### src/rtl/clock_group_reset_sequencer.sv
// Reset and clock-gating sequencer for one clock group.
// After group reset all member resets are held, then released one member at a
// time. In RUN the group can be quiesced and its member clocks gated on request,
// and re-enabled with a settle period on wake.
// Optional feature macro: CLOCK_GROUP_SEQ_TIMEOUT_EN (aborts a QUIESCE that
// never completes and pulses quiesce_timeout).
module clock_group_reset_sequencer #(
  parameter int unsigned NUM_MEMBERS    = 4,
  parameter int unsigned HOLD_CYCLES    = 16,
  parameter int unsigned STAGGER_CYCLES = 4,
  parameter int unsigned CNT_W          = 8
) (
  input  logic                   clock,
  input  logic                   reset,
  input  logic                   sw_reset_req,
  input  logic                   gate_req,
  input  logic [NUM_MEMBERS-1:0] member_idle,
  output logic [NUM_MEMBERS-1:0] member_reset,
  output logic [NUM_MEMBERS-1:0] member_clock_en,
  output logic                   quiesce_req,
  output logic                   ready,
  output logic                   gated,
  output logic                   quiesce_timeout
);

  localparam int unsigned IdxW = (NUM_MEMBERS > 1) ? $clog2(NUM_MEMBERS) : 1;

  localparam logic [CNT_W-1:0] HoldLast    = CNT_W'(HOLD_CYCLES - 1);
  localparam logic [CNT_W-1:0] StaggerLast = CNT_W'(STAGGER_CYCLES - 1);
  localparam logic [IdxW-1:0]  IdxLast     = IdxW'(NUM_MEMBERS - 1);

  typedef enum logic [2:0] {
    StHold,
    StRelease,
    StRun,
    StQuiesce,
    StGated,
    StWake
  } state_e;

  state_e                 state_q, state_d;
  logic [CNT_W-1:0]       cnt_q, cnt_d;
  logic [IdxW-1:0]        idx_q, idx_d;
  logic                   streak_q, streak_d;
  logic                   release_fire;

  logic [NUM_MEMBERS-1:0] member_reset_q, member_reset_d;
  logic [NUM_MEMBERS-1:0] member_clock_en_q, member_clock_en_d;
  logic                   quiesce_req_q, quiesce_req_d;
  logic                   ready_q, ready_d;
  logic                   gated_q, gated_d;

  logic all_idle;
  assign all_idle = &member_idle;

`ifdef CLOCK_GROUP_SEQ_TIMEOUT_EN
  // Last counter value of a QUIESCE dwell of 2^CNT_W-1 cycles.
  localparam logic [CNT_W-1:0] TimeoutLast = {{(CNT_W-1){1'b1}}, 1'b0};

  logic timeout_fire;
  logic timeout_q;
  logic armed_q, armed_d;

  // Re-arm the gate request only once gate_req has been seen low after a timeout.
  always_comb begin
    armed_d = armed_q;
    if (sw_reset_req || !gate_req) begin
      armed_d = 1'b1;
    end else if (timeout_fire) begin
      armed_d = 1'b0;
    end
  end

  // Timeout pulse register and re-arm flag.
  always_ff @(posedge clock or posedge reset) begin
    if (reset) begin
      timeout_q <= 1'b0;
      armed_q   <= 1'b1;
    end else begin
      timeout_q <= timeout_fire;
      armed_q   <= armed_d;
    end
  end

  assign quiesce_timeout = timeout_q;
`else
  assign quiesce_timeout = 1'b0;
`endif

  // State and registered outputs.
  always_ff @(posedge clock or posedge reset) begin
    if (reset) begin
      state_q           <= StHold;
      cnt_q             <= '0;
      idx_q             <= '0;
      streak_q          <= 1'b0;
      member_reset_q    <= '1;
      member_clock_en_q <= '1;
      quiesce_req_q     <= 1'b0;
      ready_q           <= 1'b0;
      gated_q           <= 1'b0;
    end else begin
      state_q           <= state_d;
      cnt_q             <= cnt_d;
      idx_q             <= idx_d;
      streak_q          <= streak_d;
      member_reset_q    <= member_reset_d;
      member_clock_en_q <= member_clock_en_d;
      quiesce_req_q     <= quiesce_req_d;
      ready_q           <= ready_d;
      gated_q           <= gated_d;
    end
  end

  // Next state, counter, member index and idle streak.
  always_comb begin
    state_d      = state_q;
    cnt_d        = cnt_q;
    idx_d        = idx_q;
    streak_d     = streak_q;
    release_fire = 1'b0;
`ifdef CLOCK_GROUP_SEQ_TIMEOUT_EN
    timeout_fire = 1'b0;
`endif
    if (sw_reset_req) begin
      state_d  = StHold;
      cnt_d    = '0;
      idx_d    = '0;
      streak_d = 1'b0;
    end else begin
      unique case (state_q)
        StHold: begin
          if (cnt_q == HoldLast) begin
            cnt_d   = '0;
            state_d = StRelease;
          end else begin
            cnt_d = cnt_q + 1'b1;
          end
        end
        StRelease: begin
          if (cnt_q == StaggerLast) begin
            release_fire = 1'b1;
            cnt_d        = '0;
            if (idx_q == IdxLast) begin
              state_d = StRun;
            end else begin
              idx_d = idx_q + 1'b1;
            end
          end else begin
            cnt_d = cnt_q + 1'b1;
          end
        end
        StRun: begin
`ifdef CLOCK_GROUP_SEQ_TIMEOUT_EN
          if (gate_req && armed_q) begin
`else
          if (gate_req) begin
`endif
            state_d  = StQuiesce;
            cnt_d    = '0;
            streak_d = 1'b0;
          end
        end
        StQuiesce: begin
          // Dropping the request wins over completing the gate on the same edge.
          if (!gate_req) begin
            state_d = StRun;
          end else if (all_idle && streak_q) begin
            state_d = StGated;
          end else begin
            streak_d = all_idle;
`ifdef CLOCK_GROUP_SEQ_TIMEOUT_EN
            if (cnt_q == TimeoutLast) begin
              timeout_fire = 1'b1;
              state_d      = StRun;
            end else begin
              cnt_d = cnt_q + 1'b1;
            end
`endif
          end
        end
        StGated: begin
          if (!gate_req) begin
            state_d = StWake;
            cnt_d   = '0;
          end
        end
        StWake: begin
          if (cnt_q == StaggerLast) begin
            state_d = StRun;
            cnt_d   = '0;
          end else begin
            cnt_d = cnt_q + 1'b1;
          end
        end
        default: begin
          state_d = StHold;
          cnt_d   = '0;
          idx_d   = '0;
        end
      endcase
    end
  end

  // Output next values derived from the state being entered.
  always_comb begin
    member_reset_d = member_reset_q;
    if (state_d == StHold) begin
      member_reset_d = '1;
    end else if (release_fire) begin
      member_reset_d[idx_q] = 1'b0;
    end
    // Clocks only stop in GATED, which is unreachable while any reset is held.
    member_clock_en_d = (state_d == StGated) ? '0 : '1;
    quiesce_req_d     = (state_d == StQuiesce) || (state_d == StGated) || (state_d == StWake);
    ready_d           = (state_d == StRun);
    gated_d           = (state_d == StGated);
  end

  assign member_reset    = member_reset_q;
  assign member_clock_en = member_clock_en_q;
  assign quiesce_req     = quiesce_req_q;
  assign ready           = ready_q;
  assign gated           = gated_q;

endmodule

### config.mk
export PLATFORM = sky130hd
export DESIGN_NAME = clock_group_reset_sequencer
export DESIGN_NICKNAME = d
export VERILOG_FILES = /design/src/rtl/clock_group_reset_sequencer.sv
export SDC_FILE = /design/constraint.sdc
export NUM_CORES = 1
export LEC_CHECK = 0
export ABC_AREA = 1
export BUFFER_PORTS_ARGS = -buffer_cell sky130_fd_sc_hd__buf_2
export CELL_PAD_IN_SITES_DETAIL_PLACEMENT = 1
export CELL_PAD_IN_SITES_GLOBAL_PLACEMENT = 2
export CORE_MARGIN = 2
export CORE_UTILIZATION = 32
export DETAILED_ROUTE_END_ITERATION = 10
export GPL_TIMING_DRIVEN = 0
export PLACE_DENSITY = 0.77
export SYNTH_ARGS = -nofsm -noshare
export SYNTH_HDL_FRONTEND = slang
export SYNTH_SLANG_ARGS = --single-unit
### constraint.sdc
create_clock -name clock -period 1.45 [get_ports clock]
set_input_delay 0.145 -clock clock [delete_from_list [all_inputs] [get_ports clock]]
set_output_delay 0.145 -clock clock [all_outputs]
set_load 0.05 [all_outputs]
# Yosys cells after proc, flatten, opt, wreduce, memory -nomap -nowiden
# Index checks and enable logic that the tools add are counted.
# Widths: inputs -> output; s select.
[op_classes]
magnitude_cmp = 2
reduce_logical = 14
n_mux = 33
addsub = 2
n_bitwise = 2
n_eq_ne = 20
[op_table]
columns = ["operator", "n"]
rows = [
  ["$mux 8", 5],
  ["$pmux 8 s5", 1],
  ["$mux 3", 9],
  ["$ne 3x3->1 const B", 6],
  ["$pmux 3 s6", 1],
  ["$eq 3x2->1 const B", 4],
  ["$eq 3x3->1 const B", 4],
  ["$mux 4", 3],
  ["$add 8x1->8 const B", 1],
  ["$eq 8x2->1 const B", 1],
  ["$eq 8x4->1 const B", 1],
  ["$mux 1", 8],
  ["$reduce_and 4->1", 2],
  ["$logic_not 3->1", 2],
  ["$mux 2", 3],
  ["$reduce_and 3->1", 2],
  ["$reduce_or 5->1", 1],
  ["$and 4x4->4", 1],
  ["$not 4->4", 1],
  ["$pmux 2 s2", 1],
  ["$eq 3x1->1 const B", 1],
  ["$lt 2x3->1 const B", 1],
  ["$reduce_bool 3->1", 1],
  ["$add 2x1->2 const B", 1],
  ["10 further kinds", 12],
]
[totals]
reg_bits = 25
out_inout_bits = 12

# Logic depth before layout (Yosys ltp)
# Gate-level depths: netlist (run 1).
[depth]
ltp_word = 9
ltp_mapped = 10

# Worst setup path after synthesis (run 1)
# No wires, ideal clock.
[synth_path]
path_kind = "register to register"
from = "reg cnt_q[0]"
to = "reg member_reset_q[0] (netlist: member_reset[0])"
path_slack_ns = 0.134
t_arrival_ns = 1.255
stages_incl_launch_ff = 10
setup_ns = 0.061
n_path_buf = 0
path_cell_list = "dfrtp_1 ha_1 nand2_1 nor2_4 nor2_1 nor2_1 nand3_2 nand2_2 nand3_2 nand2_1"
[synth_via]
elab_chain_cells = 6
elab_cells_between_ends = 13
classes_between = "eq/ne (2); mux (9); reduce/logical (2)"
[synth_lines]
columns = ["item", "line", "source"]
rows = [
  ["start: declaration", "42", "logic [CNT_W-1:0] cnt_q, cnt_d;"],
  ["start signal: assignment", "104", "cnt_q <= cnt_d;"],
  ["$eq 8x2->1 / $eq 8x4->1 (equally long branches)", "141, 189, 133", ""],
  ["$mux 3 (on tied branches)", "189, 133, 141", ""],
  ["$pmux 3 s6", "131", "unique case (state_q)"],
  ["$mux 3", "125", "if (sw_reset_req) begin"],
  ["$logic_not 3->1", "208", "if (state_d == StHold) begin"],
  ["$mux 4 / $reduce_bool 2->1 (equally long branches)", "-", ""],
  ["end signal: assignment", "107", "member_reset_q <= member_reset_d;"],
  ["end: declaration", "47", "logic [NUM_MEMBERS-1:0] member_reset_q, member_reset_d;"],
]
# Parallel ways exist; a longest one is shown, timed or not.
# A chain may end at the register's enable or synchronous reset.

# Final worst setup path (run 1)
[layout_path]
from = "reg state_q[0]"
to = "reg member_reset_q[1] (netlist: member_reset[1])"
[layout_via]
elab_chain_cells = 6
elab_cells_between_ends = 21
classes_between = "eq/ne (5); mux (13); reduce/logical (3)"
[layout_lines]
columns = ["item", "line", "source"]
rows = [
  ["start: declaration", "41", "state_e state_q, state_d;"],
  ["start signal: assignment", "93", "state_q <= StHold;"],
  ["start signal: assignment", "103", "state_q <= state_d;"],
  ["$mux 3 (on tied branches)", "168, 144", ""],
  ["$mux 3 (on tied branches)", "166, 141", ""],
  ["$pmux 3 s6", "131", ""],
  ["$mux 3", "125", ""],
  ["$logic_not 3->1", "208", ""],
  ["$mux 4 / $reduce_bool 2->1 (equally long branches)", "-", ""],
]
# Parallel ways exist; a longest one is shown, timed or not.

==> results.cfg, run 1 <==
[run_status]
outcome = complete, but fails checks
failed_checks = negative setup slack

[routing]
dr.first_iter.drc_count = 19
dr_total_vias = 1283
drcViolationCount = 0
wl_mm = 3.81
route.detailed.wl_per_inst_um = 14.3
viasPerCell = 4.81
drt-pass1-iter-count = 4
ant_nets = 0

[clock_tree]
ctsHoldBuffers = 0
cts_tree = done
cts_made_buffers = 3
clk_latency_ns = 0.27
cts_buffer_depth = 2
cts_root_buffer = clkbuf_8
path_clk_slew_ns = 0.08
ctsHtreeMaxLevel = 1
clock-sinks = 22

[sta]
fin_crit_sh_pct = 106
fin_skew_ns = 0.00353
worst_pin_slew_ns = 0.848
hold_viol = 0
slew_violations = 0
setup_violations = 10
rsz0062_at_grt = true
fmax_ghz = 0.651
relSlewSlack_pct = 43.4
worst_slack_ns = -0.0870
fin_crit_ns = 1.54

[logic_synthesis]
yosys-top-cells-area = dfrtp_1 (32%), dfstp_2 (9.8%), nand2_1 (9.6%)
syn_avg_cell_area_sq_um = 7.63
synth_cell_types = 25
syn_nets = 189
yosysWarnings = 0
synth_area_leader_cell = dfrtp_1
yosys.area.top_type_share_pct = 31.9
synth_seq_area_share_pct = 41.7
syn-cell-area_sq_mm = 0.00134
synth-seq-cells = 22
synth_cells = 175

[floorplan]
dieArea_sq_mm = 0.00470
start_util_pct = 33.4
std_cell_rows = 23
ios = 20
die_x_um = 68.6
die_h_um = 68.6
coreArea_sq_mm = 0.00400

[power]
p_leak_nw = 0.904
power.density_mw_per_mm2 = 775
peakVddDrop_mv = 0.338

[global_route]
track_usage_pct = 16.2
gr-total-overflow = 0
grt_pass1_wl_mm = 5.62
antenna_found_initial = 0
grt_start_max_net_pins = 23
grt_pass1_vias = 1207

[placed_design]
placed_area_sq_mm = 0.00149
place_inst = 243
numPortBuffers = 18
dp_hpwl_mm = 2.60
gp_congestion = 0.786

[setup_path]
cp_data_required_time_ns = 1.66
r2r_cells = 8
cp-endpoint = member_reset[1]
startpoint_type = flop
cp-startpoint = state_q[0]
regToRegEndpoint = member_reset[1]
crit_type = flop to flop
cp_max_fo = 5
end_kind = flop
worstReg2RegStart = state_q[0]
rrSetupSlack_ns = -0.09
arrival_ns = 1.75

[layout]
diodes = 0
finalInstanceArea_sq_mm = 0.00186
nets = 232
drive_gt1_share_pct = 45.2
area_growth_syn_to_layout_pct = 39.4
n_fill_cell = 503
final-instance-count-excl-fill = 267
layout_common_cells = inv_1 (24), buf_4 (24), nand2_1 (22), buf_2 (19), dfrtp_1 (14)

[min_path]
holdCritPathClass = input port to async pin

[run]
maxCapViolCount = 0
## per-stage QoR
| stage | setup TNS, ns | setup WS (ns) | util, % | total power, mW | hold slack (ns) |
|---|---|---|---|---|---|
| 2_1_floorplan | 0 | 0.134 | - | 0.753 | 0.131 |
| 3_3_place_gp | -1.16 | -0.120 | 37.2 | 0.790 | 0.347 |
| 3_5_place_dp | -1.85 | -0.175 | 37.2 | 0.796 | 0.368 |
| 4_1_cts | -0.191 | -0.0506 | 41.5 | 1.40 | 0.0754 |
| 5_1_grt | -2.34 | -0.181 | 46.5 | 1.50 | 0.117 |
| 6_report | -0.431 | -0.0870 | 46.5 | 1.44 | 0.0400 |
## worst min path at each step
stage / startpoint / slack (ns) / end
2_1_floorplan: reset / 0.13 / cnt_q[0]
3_3_place_gp: reset / 0.35 / cnt_q[0]
3_5_place_dp: reset / 0.37 / cnt_q[2]
4_1_cts: reset / 0.08 / cnt_q[2]
5_1_grt: reset / 0.12 / idx_q[1]
6_report: reset / 0.04 / cnt_q[2]
## kinds of logic after synthesis
family,Yosys count,share of synthesized area [%]
flops,22,41.7
xor+xnor,2,1.31
other cells,1,0.281
fa+ha+maj,6,5.62
buf+inv,36,11.3
compound gates,28,11.2
simple gates,80,28.6
## layer usage
layer  vias up  global-route usage (%)  share of wire, %
met5         -                       0                 0
met2        10                    28.5                54
met1       631                    20.9                44
met4         0                    3.75              0.63
li1        638                       -                 -
met3         4                    2.44               1.9
## flip-flops by register name, summed over array words and instances, names as in the netlist
signal	cells
idx_q	2
gated	1
streak_q	1
member_clock_en	1
state_q	3
cnt_q	8
ready	1
quiesce_req	1
member_reset	4
## synth_stat cells
library cell / number
nand3_1: 14
nand2_4: 1
o21ai_0: 11
o211ai_1: 1
buf_2: 1
nand2_1: 34
buf_4: 4
dfrtp_1: 17
o21ai_1: 2
o2111ai_1: 1
conb_1: 1
inv_2: 4
dfstp_2: 5
nor2_2: 1
nand2_2: 2
nor2_4: 2
o22ai_1: 2
a21oi_1: 11
inv_1: 27
nand4_1: 3
ha_1: 6
nor3_1: 1
xor2_1: 2
nand3_2: 4
nor2_1: 18
## where the power goes
part / switching (mW) / leakage, nW / internal, mW
clock network: 0.213 / 0.0357 / 0.369
registers: 0.0188 / 0.280 / 0.628
logic: 0.126 / 0.588 / 0.0876
total: 0.357 / 0.904 / 1.08
## critical path, cell delays in order (launching register included)
cell	delay (ns)
dfrtp_1	0.53
inv_2	0.10
nand3_1	0.12
inv_1	0.06
a21oi_1	0.18
nand3_1	0.11
nand2_1	0.17
nand3_4	0.13
nand2_2	0.09
## final cells by class
| class | instances | area [sq um] | share of cell area [%] |
|---|---|---|---|
| Clock inverter | 1 | 30.0 | 1.61 |
| Tap cell | 50 | 62.6 | 3.36 |
| Timing Repair Buffer | 38 | 240 | 12.9 |
| Multi-Input combinational cell | 117 | 774 | 41.6 |
| Sequential cell | 22 | 561 | 30.1 |
| Clock buffer | 3 | 41.3 | 2.22 |
| Buffer | 5 | 35.0 | 1.88 |
| Inverter | 31 | 116 | 6.25 |
## timing repair
action | 4_1_cts | 5_1_grt
pin swaps | 6 | 13
setup endpoints to repair | 20 | 21
setup buffers | 7 | 13
gates resized for setup | 10 | 38
cloned | 0 | 0
No activity file was read; power rests on OpenSTA's default activity.
==> run 2: changes to the inputs <==
--- a/config.mk
+++ b/config.mk
@@ -14,6 +14,8 @@
 export DETAILED_ROUTE_END_ITERATION = 10
 export GPL_TIMING_DRIVEN = 0
 export PLACE_DENSITY = 0.77
+export SKIP_LAST_GASP = 1
 export SYNTH_ARGS = -nofsm -noshare
 export SYNTH_HDL_FRONTEND = slang
 export SYNTH_SLANG_ARGS = --single-unit
+export TNS_END_PERCENT = 10
==> results.cfg, run 2 (same netlist as run 1, synthesis figures left out) <==
[layout]
diodes = 0
nets = 220
final_common_cell = nand2_1
layout_common_cells = nand2_1 (28), inv_1 (27), buf_2 (19), nor2_1 (15), dfrtp_1 (15)
largest_reg_flops = 8
area_growth_syn_to_layout_pct = 26.2
n_fill_cell = 500
largest_register = cnt_q
drive_gt1_share_pct = 33.2

[global_route]
grt_pass1_vias = 1201
grt_start_max_net_pins = 23
antenna_found_initial = 0
track_usage_pct = 16.0
grt_pass1_wl_mm = 5.58
use_met2_pct = 27.5
gr-total-overflow = 0
top_usage_layer = met2
grtUsageMet1_pct = 21.1
grt.met3_usage_pct = 2.44

[sta]
worst_slack_ns = -0.0351
fin_crit_ns = 1.49
relSlewSlack_pct = 43.5
fin_skew_ns = 0.00134
slew_violations = 0
hold_ws_ns = 0.0418
rsz0062_at_grt = true
tns_ns = -0.0880
setup_violations = 8
hold_viol = 0
worst_pin_slew_ns = 0.846
fmax_ghz = 0.673
fin_crit_sh_pct = 102

[clock_tree]
ctsHtreeMaxLevel = 1
clock-sinks = 22
cts_made_buffers = 3
cts_root_buffer = clkbuf_8
cts_buffer_depth = 2
cts_tree = done
clk_latency_ns = 0.26
ctsHoldBuffers = 0
path_clk_slew_ns = 0.08

[setup_path]
arrival_ns = 1.70
cp_max_fo = 6
crit_type = flop to flop
cp_data_required_time_ns = 1.66
crit_path_cell_trace = ha_4 > nand2_2 > nor2_4 > inv_2 > nand2_1 > o211ai_1 > nand2_2 > nand3_4 > nand2_2
end_kind = flop
cpMostUsedCell = nand2_2
cpLargestDelayFamily = simple AND/OR/NAND/NOR gates
startpoint_type = flop
crit_path_top_delay_cell = dfrtp_1
critPathBufInv = 1
slowest_delay_ns = 0.40

[power]
power_report.internal_total_mw = 1.06
p_sw_share_pct = 23.8
combPwrFrac_pct = 12.2
power_switching_uw = 332
peakVddDrop_mv = 0.337
clkPwrFrac_pct = 41.5
seqPwrFrac_pct = 46.4
p_leak_nw = 0.830
power.density_mw_per_mm2 = 826
p_total_mw = 1.39

[placed_design]
gp_congestion = 0.786
dp_slack_ns = -0.175
dp_hpwl_mm = 2.60
numPortBuffers = 18

[min_path]
holdCritPathClass = input port to async pin

[routing]
dr.first_iter.drc_count = 32
dr_total_vias = 1192
viasPerCell = 4.67
drcViolationCount = 0
ant_nets = 0
drt-pass1-iter-count = 4
route.detailed.wl_per_inst_um = 13.4
wl_mm = 3.41

[floorplan]
start_util_pct = 33.4
die_x_um = 68.6
die_h_um = 68.6
coreArea_sq_mm = 0.00400
ios = 20
std_cell_rows = 23
dieArea_sq_mm = 0.00470

[run_status]
outcome = complete, but fails checks
failed_checks = negative setup slack

[run]
maxCapViolCount = 0
-- run 2: cell count changes in the layout (fill, tap and decap cells not counted), moves of 3 or more --
cell     delta
nand3_1     +4
nand2_1     +6
nand2_2     -4
nand3_2     -3
buf_4      -12
inv_2       -3
inv_1       +3
o21ai_0     +3
-- run 2: metrics by stage --
stage	cells	instance area [sq um]	util [%]
floorplan	175	1340	-
global placement	243	1490	37.2
detailed placement	243	1490	37.2
CTS	252	1630	40.8
global route	255	1690	42.1
finish	255	1690	42.1
-- run 2: what timing repair did --
action | CTS | global route
gates resized for setup | 8 | 13
buffers inserted | 5 | 3
setup endpoints to repair | 20 | 20
pin swaps | 4 | 7
cloned | 0 | 0
-- run 2: cell type report --
type	instances	area (sq um)	share of cell area (%)
Buffer	5	35.0	2.08
Clock buffer	3	41.3	2.45
Clock inverter	1	30.0	1.78
Inverter	31	116	6.90
Multi-Input combinational cell	117	691	41.0
Sequential cell	22	559	33.2
Tap cell	50	62.6	3.71
Timing Repair Buffer	26	150	8.91
-- run 2: path summary, 6_finish.rpt --
kind / from / endpoint / cells past startpoint / slack [ns]
worst max-delay path: cnt_q[0] / member_reset[1] / 9 / -0.04
worst min-delay path: reset / cnt_q[2] / 2 / 0.04
worst max register to register: cnt_q[0] / member_reset[1] / 9 / -0.04
worst min register to register: member_reset[2] / member_reset[2] / 2 / 0.49
max in group asynchronous: reset / state_q[1] / 2 / 0.83
min in group clock: member_idle[1] / streak_q / 5 / 0.26
-- run 2: layer usage --
metal / wire [um] / part of all wire, %
met5: 0 / 0
met4: 24 / 0.70
met3: 73 / 2.1
met2: 1710 / 50
met1: 1600 / 47
-- run 2: power groups by stage --
stage	Clock (mW)	Combinational (mW)	Sequential (mW)
after CTS	0.595	0.160	0.645
after global routing	0.613	0.195	0.648
after global placement	0	0.136	0.654
after detailed placement	0	0.142	0.655
after floorplan	0	0.102	0.651
final	0.577	0.170	0.646
